File: src/rtl/alu_pkg.sv
// alu_pkg: shared constants for the arbitrated ALU slice.
//   N, MW       : default operand/result width and opcode width
//   ALU_MODE_W  : width of the Mode port on the legacy nbit_ALU
//   OP_*        : opcode encoding driven on mode0/mode1
//   ST_*        : FSM state encoding used by alu_arbiter
package alu_pkg;

  localparam int N          = 4;
  localparam int MW         = 3;
  localparam int ALU_MODE_W = 4;

  localparam logic [MW-1:0] OP_ADD   = 3'b000;
  localparam logic [MW-1:0] OP_SUB   = 3'b001;
  localparam logic [MW-1:0] OP_AND   = 3'b010;
  localparam logic [MW-1:0] OP_OR    = 3'b011;
  localparam logic [MW-1:0] OP_XOR   = 3'b100;
  localparam logic [MW-1:0] OP_NOT_A = 3'b101;
  localparam logic [MW-1:0] OP_INC   = 3'b110;
  localparam logic [MW-1:0] OP_DEC   = 3'b111;

  localparam logic [1:0] ST_IDLE = 2'b00;
  localparam logic [1:0] ST_EXEC = 2'b01;
  localparam logic [1:0] ST_RESP = 2'b10;

endpackage

File: src/rtl/nbit_ALU.sv
// nbit_ALU: combinational N-bit ALU.
//   A, B    : operands
//   Mode    : opcode, zero-extended by callers; unused encodings give 0
//   CBin    : carry-in (ADD) or borrow-in (SUB)
//   Result  : N-bit result, INC/DEC wrap modulo 2^N
//   CBout   : carry-out (ADD) or borrow-out (SUB), 0 for all other ops
module nbit_ALU #(
  parameter int N = alu_pkg::N
) (
  input  logic [N-1:0]                  A,
  input  logic [N-1:0]                  B,
  input  logic [alu_pkg::ALU_MODE_W-1:0] Mode,
  input  logic                          CBin,
  output logic [N-1:0]                  Result,
  output logic                          CBout
);
  import alu_pkg::*;

  localparam logic [ALU_MODE_W-1:0] M_ADD   = ALU_MODE_W'(OP_ADD);
  localparam logic [ALU_MODE_W-1:0] M_SUB   = ALU_MODE_W'(OP_SUB);
  localparam logic [ALU_MODE_W-1:0] M_AND   = ALU_MODE_W'(OP_AND);
  localparam logic [ALU_MODE_W-1:0] M_OR    = ALU_MODE_W'(OP_OR);
  localparam logic [ALU_MODE_W-1:0] M_XOR   = ALU_MODE_W'(OP_XOR);
  localparam logic [ALU_MODE_W-1:0] M_NOT_A = ALU_MODE_W'(OP_NOT_A);
  localparam logic [ALU_MODE_W-1:0] M_INC   = ALU_MODE_W'(OP_INC);
  localparam logic [ALU_MODE_W-1:0] M_DEC   = ALU_MODE_W'(OP_DEC);

  // One extra bit so the carry/borrow falls out of the top of the sum.
  logic [N:0] wide;

  always_comb begin
    // NOTE: every output gets a default first so no path through the case
    // leaves a variable unassigned, which would infer a latch.
    Result = '0;
    CBout  = 1'b0;
    wide   = '0;
    case (Mode)
      M_ADD: begin
        wide   = {1'b0, A} + {1'b0, B} + (N+1)'(CBin);
        Result = wide[N-1:0];
        CBout  = wide[N];
      end
      M_SUB: begin
        // Two's-complement wrap sets the top bit exactly when A < B + CBin.
        wide   = {1'b0, A} - {1'b0, B} - (N+1)'(CBin);
        Result = wide[N-1:0];
        CBout  = wide[N];
      end
      M_AND:   Result = A & B;
      M_OR:    Result = A | B;
      M_XOR:   Result = A ^ B;
      M_NOT_A: Result = ~A;
      M_INC:   Result = A + N'(1);
      M_DEC:   Result = A - N'(1);
      default: Result = '0;
    endcase
  end

endmodule

File: src/rtl/alu_arbiter.sv
// alu_arbiter: two requesters share one ALU through a round-robin arbiter.
// A request seen in IDLE is granted, its operands captured, computed in
// EXEC and answered in RESP with a one-cycle ack (fixed 2-cycle latency).
//   clk, nrst          : clock, synchronous active-low reset
//   req0/1             : operation requests
//   a0/b0, a1/b1       : operands per requester
//   mode0/1, cbin0/1   : opcode and carry/borrow-in per requester
//   ack0/1             : one-cycle completion pulse to the granted requester
//   result, cb_out     : registered ALU outputs
//   res_valid, res_id  : result valid strobe and owning requester
//   busy               : high whenever the FSM is not IDLE
module alu_arbiter #(
  parameter int N  = alu_pkg::N,
  parameter int MW = alu_pkg::MW
) (
  input  logic          clk,
  input  logic          nrst,
  input  logic          req0,
  input  logic          req1,
  input  logic [N-1:0]  a0,
  input  logic [N-1:0]  b0,
  input  logic [N-1:0]  a1,
  input  logic [N-1:0]  b1,
  input  logic [MW-1:0] mode0,
  input  logic [MW-1:0] mode1,
  input  logic          cbin0,
  input  logic          cbin1,
  output logic          ack0,
  output logic          ack1,
  output logic [N-1:0]  result,
  output logic          cb_out,
  output logic          res_valid,
  output logic          res_id,
  output logic          busy
);
  import alu_pkg::*;

  logic [1:0]    state;
  logic          last_served;
  logic [N-1:0]  op_a;
  logic [N-1:0]  op_b;
  logic [MW-1:0] op_mode;
  logic          op_cbin;

  logic          gnt_any;
  logic          gnt_id;
  logic [N-1:0]  alu_y;
  logic          alu_cb;

  // On a tie the requester not served last wins; a lone request always wins.
  assign gnt_any = req0 | req1;
  assign gnt_id  = (req0 && req1) ? ~last_served : req1;

  nbit_ALU #(.N(N)) u_alu (
    .A      (op_a),
    .B      (op_b),
    .Mode   (ALU_MODE_W'(op_mode)),
    .CBin   (op_cbin),
    .Result (alu_y),
    .CBout  (alu_cb)
  );

  // NOTE: sequential state uses non-blocking assignments so every register
  // samples pre-edge values, regardless of statement order.
  always_ff @(posedge clk) begin
    if (!nrst) begin
      state       <= ST_IDLE;
      last_served <= 1'b1;
      // NOTE: operand registers are reset as well, so an aborted operation
      // leaves nothing stale behind.
      op_a        <= '0;
      op_b        <= '0;
      op_mode     <= '0;
      op_cbin     <= 1'b0;
      result      <= '0;
      cb_out      <= 1'b0;
      res_id      <= 1'b0;
    end else begin
      case (state)
        ST_IDLE: begin
          if (gnt_any) begin
            last_served <= gnt_id;
            op_a        <= gnt_id ? a1    : a0;
            op_b        <= gnt_id ? b1    : b0;
            op_mode     <= gnt_id ? mode1 : mode0;
            op_cbin     <= gnt_id ? cbin1 : cbin0;
            state       <= ST_EXEC;
          end
        end
        ST_EXEC: begin
          // last_served holds the current owner until the next grant.
          result <= alu_y;
          cb_out <= alu_cb;
          res_id <= last_served;
          state  <= ST_RESP;
        end
        ST_RESP: state <= ST_IDLE;
        default: state <= ST_IDLE;
      endcase
    end
  end

  // res_id only changes on the EXEC edge, so the acks are one-hot in RESP.
  assign res_valid = (state == ST_RESP);
  assign ack0      = res_valid & ~res_id;
  assign ack1      = res_valid &  res_id;
  assign busy      = (state != ST_IDLE);

endmodule
File: config.mk
export PLATFORM = sky130hd
export DESIGN_NAME = alu_arbiter
export DESIGN_NICKNAME = d
export VERILOG_FILES = /design/src/rtl/alu_pkg.sv /design/src/rtl/nbit_ALU.sv /design/src/rtl/alu_arbiter.sv
export SDC_FILE = /design/constraint.sdc
export NUM_CORES = 1
export LEC_CHECK = 0
export CORE_MARGIN = 2
export CORE_UTILIZATION = 50
export DETAILED_ROUTE_END_ITERATION = 10
export PLACE_DENSITY = 0.8
export SKIP_CTS_REPAIR_TIMING = 1
export SLEW_MARGIN = 20
export SYNTH_ARGS = -nofsm -noshare
export SYNTH_HDL_FRONTEND = slang
export SYNTH_SLANG_ARGS = --single-unit
File: constraint.sdc
create_clock -name clk -period 3.1 [get_ports clk]
set_input_delay 0.31 -clock clk [delete_from_list [all_inputs] [get_ports clk]]
set_output_delay 0.31 -clock clk [all_outputs]
set_load 0.01 [all_outputs]
# After elaboration in Yosys (flattened, before gate mapping)

Index checks and enable logic that the tools add are counted.

Register bits: 21
Input port bits: 28
Word-level logic and storage cells: 48

$add $sub $neg: 6
Equal/unequal tests: 10
Mux-type cells: 9
Bitwise operators: 9
Reductions and logical operators: 5

Operators with widths:

| kind                                                                  | number |
|---|---|
| 4-bit case mux with 8 select lines                                    | 1 |
| 3-bit equality test, second input constant                            | 4 |
| 4-bit two-way mux                                                     | 2 |
| 3-bit by 2-bit equality test with 1-bit output, second input constant | 2 |
| 4-bit by 4-bit adder with 5-bit output                                | 1 |
| 5-bit by 1-bit adder with 5-bit output                                | 1 |
| 4-bit by 4-bit subtractor with 5-bit output                           | 1 |
| 5-bit by 1-bit subtractor with 5-bit output                           | 1 |
| 4-bit by 1-bit adder with 4-bit output, second input constant         | 1 |
| 4-bit bitwise AND                                                     | 1 |
| 4-bit zero test                                                       | 1 |
| 4-bit inverter                                                        | 1 |
| 4-bit OR                                                              | 1 |
| 2-bit case mux with 2 select lines                                    | 1 |
| 4-bit by 1-bit subtractor with 4-bit output, second input constant    | 1 |
| 4-bit XOR                                                             | 1 |
| 3-bit by 1-bit equality test with 1-bit output, second input constant | 1 |
| 3-bit two-way mux                                                     | 1 |
| 1-bit bitwise AND                                                     | 2 |
| 2-bit by 1-bit equality test with 1-bit output, second input constant | 1 |
| 2-bit equality test, second input constant                            | 1 |
| 2-bit zero test                                                       | 1 |
| 1-bit two-way mux                                                     | 2 |
| 2-bit two-way mux                                                     | 1 |
| other kinds (7)                                                       | 8 |

# Depth between registers and ports, before layout

Gate-level depths: netlist (run 1).

Word-level depth: 3
Depth in mapped cells: 11

# Hierarchy

From an unflattened synthesis (run 1), not the netlist that was laid out.

Cell total of the unflattened synthesis: 209
Area, all modules: 1750.4 um^2

Modules (own cells, without submodules):

| module      | times used | cells an instance | area each (um^2) | sequential area each (um^2) |
|---|---|---|---|---|
| alu_arbiter | 1          | 105               | 975.9            | 420.4 |
| nbit_ALU    | 1          | 104               | 774.5            | 0.0 |

# Worst setup path before layout (run 1)

No wires, ideal clock.

Path type: register to register
Start: reg op_a[0]
End: reg result[1]
Data arrival time: 2463 ps
Required time: 3030 ps
Setup slack: 567 ps
Stages on the path, launching flop included: 11
Buffers on the path: 0
Cell sequence: dfxtp_1 -> inv_1 -> fa_1 -> inv_1 -> ha_1 -> nor2_1 -> fa_1 -> mux2_2 -> o211ai_1 -> a22oi_1 -> a21oi_1

Word-level cells in the longest chain between the ends: 3
Elaborated cells between the ends (all ways): 7
Classes of those cells: 6 x add/sub; 1 x mux

RTL lines:

| item                                                                                                         | line                           | RTL |
|---|---|---|
| start: declaration                                                                                           | alu_arbiter.sv:40              | `logic [N-1:0] op_a;` |
| start signal: assignment                                                                                     | alu_arbiter.sv:83              | `op_a <= gnt_id ? a1 : a0;` |
| 4-bit by 4-bit subtractor with 5-bit output / 4-bit by 4-bit adder with 5-bit output (equally long branches) | nbit_ALU.sv:45, nbit_ALU.sv:39 |  |
| 5-bit by 1-bit subtractor with 5-bit output / 5-bit by 1-bit adder with 5-bit output (equally long branches) | nbit_ALU.sv:45, nbit_ALU.sv:39 |  |
| 4-bit case mux with 8 select lines (*)                                                                       | nbit_ALU.sv:37                 | `case (Mode)` |
| end signal: assignment                                                                                       | alu_arbiter.sv:92              | `result <= alu_y;` |
| end: declaration                                                                                             | alu_arbiter.sv:30              | `output logic [N-1:0] result,` |

Mark *: on every way between the ends. The rest lies on a longest branch, timed or not.
A chain may end at the register's enable or synchronous reset.

# Final worst setup path (run 1)

Ends and elaborated chain as after synthesis.

==> reports/results.ini, run 1 <==
[cts]
cts_num_sinks = 21
clock_latency_ns = 0.31
h-tree-depth = 1
clk_pin_slew_ns = 0.13
clock_path_buffers = 2
numCtsBuffers = 3
cts_root_buf = clkbuf_4
cts_tree = done

[route]
firstDrtPassIters = 4
drtAntennaViolNets = 0
drc = 0
wire_per_inst_um = 13.9
via_per_inst = 5.53
vias = 1459
drt-total-wl_um = 3660
drt-initial-drc-count = 133

[yosys]
synth_top_area_share_pct = 25.4
yosys_warnings = 0
yosysTopAreaCell = dfxtp_1
synth_edf_count = 0
ys_top_cells_by_area = dfxtp_1 25%, ha_1 11%, mux2i_1 9.7%
synth_seq_cells = 21
netlist_instances = 191
syn_area_mm2 = 0.00166
synth_nets = 238
synth_seq_area_share_pct = 25.4
async_reset_ff_share_pct = 0
ys_types = 46
synth_top_flop_cell = dfxtp_1
synth_area_per_cell_um2 = 8.67
synth_commonest_cells = 21 x dfxtp_1, 21 x nand2_1, 18 x inv_1, 16 x mux2i_1, 15 x ha_1

[run_status]
status = finished, final reports clean

[floorplan]
initial_core_util_pct = 53.3
die_area_mm2 = 0.00379
die_width_um = 61.5
core-area_mm2 = 0.00310
io_pins = 38
dieHeight_um = 61.5
std_cell_rows = 20

[min_path]
hold_depth = 2
holdCritPathClass = reg -> reg

[place]
dp.cells = 260
gp_congestion = 0.833
dp_hpwl_um = 2910
io_buffers = 37

[layout]
finalNonFillerCells = 264
final_layout_size_suffix_gt1_share_pct = 5.00
layout.nets = 268
antenna_cells = 0
area_delta_synth_final_pct = 23.8

[sta]
relSlewSlack_pct = 43.2
fin_crit_sh_pct = 90.4
fmax_mhz = 357
min_period_ns = 2.80
slew_violations = 0
rsz0062_at_grt = no
setup_viol = 0
setup_tns_ns = 0
worstMarginPinSlew_ns = 0.847
fin_skew_ns = 0.00745
hold_viol_final = 0

[global_route]
antenna_found_initial = 0
groute.usage.overall_pct = 21.9
grt_max_degree = 27
gr-total-overflow = 0
grt_pass1_wl_um = 6200
first_global_vias = 1425

[run]
cap_violations = 0

[worst_setup_path]
endpoint_kind = flip-flop
arrival_ns = 3.05
ff2ff_path_depth = 10
setup.worst_path.class = reg -> reg
critPathMaxFanout = 7
required_ns = 3.35
start_kind = flip-flop

[power_and_ir_drop]
ir_worst_vdd_v = 0.000221
p_leak_nw = 0.918
powerDensity_mw_per_mm2 = 414

-- placed cells by master (no fill, tap or decap), types with 2 or more instances in the layout --
master,n
clkdlybuf4s50_1,37
nand2_1,21
dfxtp_1,21
inv_1,18
mux2i_1,16
ha_1,15
o211a_1,12
nor2_1,9
o21ai_0,7
xnor2_1,5
a21oi_1,5
nand2b_1,4
fa_1,4
nor2b_1,3
xor2_1,3
a31oi_1,3
clkbuf_4,3
nand3_1,2
and2_1,2
nor3_1,2
a2111oi_0,2
-- layer usage --
layer  wire (um)  global-route usage [%]  up-vias  share of wire [%]
met2        1840                    38.6       40                 50
met5           0                       0        -                  0
met1        1600                    26.8      688                 44
met4          66                    7.90        0                1.8
met3         155                    3.36        8                4.2
li1            -                       -      723                  -
-- metrics by stage --
stage | hold slack (ns) | power (mW) | util, % | worst slack [ns] | area [um2]
2_1_floorplan | 0.417 | 0.602 | - | 0.567 | 1660
3_3_place_gp | 0.482 | 0.693 | 65.2 | 0.478 | 2020
3_5_place_dp | 0.501 | 0.717 | 65.2 | 0.320 | 2020
4_1_cts | 0.524 | 0.851 | 66.0 | 0.302 | 2050
5_1_grt | 0.550 | 0.910 | 66.0 | 0.163 | 2050
6_report | 0.523 | 0.849 | 66.0 | 0.298 | 2050
-- flip-flops by register name (all words and copies together) (netlist names) --
name	cells
cb_out	1
last_served	1
op_a	4
op_b	4
op_cbin	1
op_mode	3
res_id	1
result	4
state	2
-- layout make-up --
class / instances / area [um2]
Sequential cell: 21 / 420
Tap cell: 44 / 55.1
Clock buffer: 3 / 22.5
Clock inverter: 1 / 5.00
Timing Repair Buffer: 38 / 378
Fill cell: 278 / 1050
Inverter: 18 / 67.6
Multi-Input combinational cell: 139 / 1100
-- kinds of logic (layout without fill, tap and decap cells) --
family	count (synthesis)	after routing	share of synthesized area, %
DFF	21	21	25.4
and+or+nand+nor	51	51	15.1
buffers and inverters	31	60	8.09
AOI/OAI and AO/OA	44	44	20.6
adders and majority gates	19	19	16.2
xor gates and xnor gates	8	8	4.23
muxes	17	17	10.4
-- power by group --
part	leakage [nW]	internal [mW]	switching [mW]
Combinational	0.726	0.188	0.184
Sequential	0.174	0.299	0.0422
Clock	0.0177	0.0481	0.0878
Total	0.918	0.535	0.314
-- path summary, 6_finish.rpt --
check	from	endpoint	slack (ns)
max	op_a[0]	result[1]	0.30
min	res_id	res_id	0.52
max reg2reg	op_a[0]	result[1]	0.30
min reg2reg	res_id	res_id	0.52
-- critical path, stage by stage (launching register included) --
cell      delay (ns)
dfxtp_1         0.46
inv_1           0.15
fa_1            0.60
inv_1           0.05
ha_1            0.18
nor2_1          0.14
fa_1            0.44
mux2_2          0.29
o211ai_1        0.18
a22oi_1         0.12
a21oi_1         0.15
No activity file was read; power rests on OpenSTA's default activity.
==> run 2: changes to the inputs <==
--- a/config.mk
+++ b/config.mk
@@ -10,7 +10,7 @@
 export DETAILED_ROUTE_END_ITERATION = 10
 export PLACE_DENSITY = 0.8
 export SKIP_CTS_REPAIR_TIMING = 1
-export SLEW_MARGIN = 20
+export SLEW_MARGIN = 10
 export SYNTH_ARGS = -nofsm -noshare
 export SYNTH_HDL_FRONTEND = slang
 export SYNTH_SLANG_ARGS = --single-unit
==> results of run 2 <==
The final DEF is identical to that of run 1; final timing and power are the same.
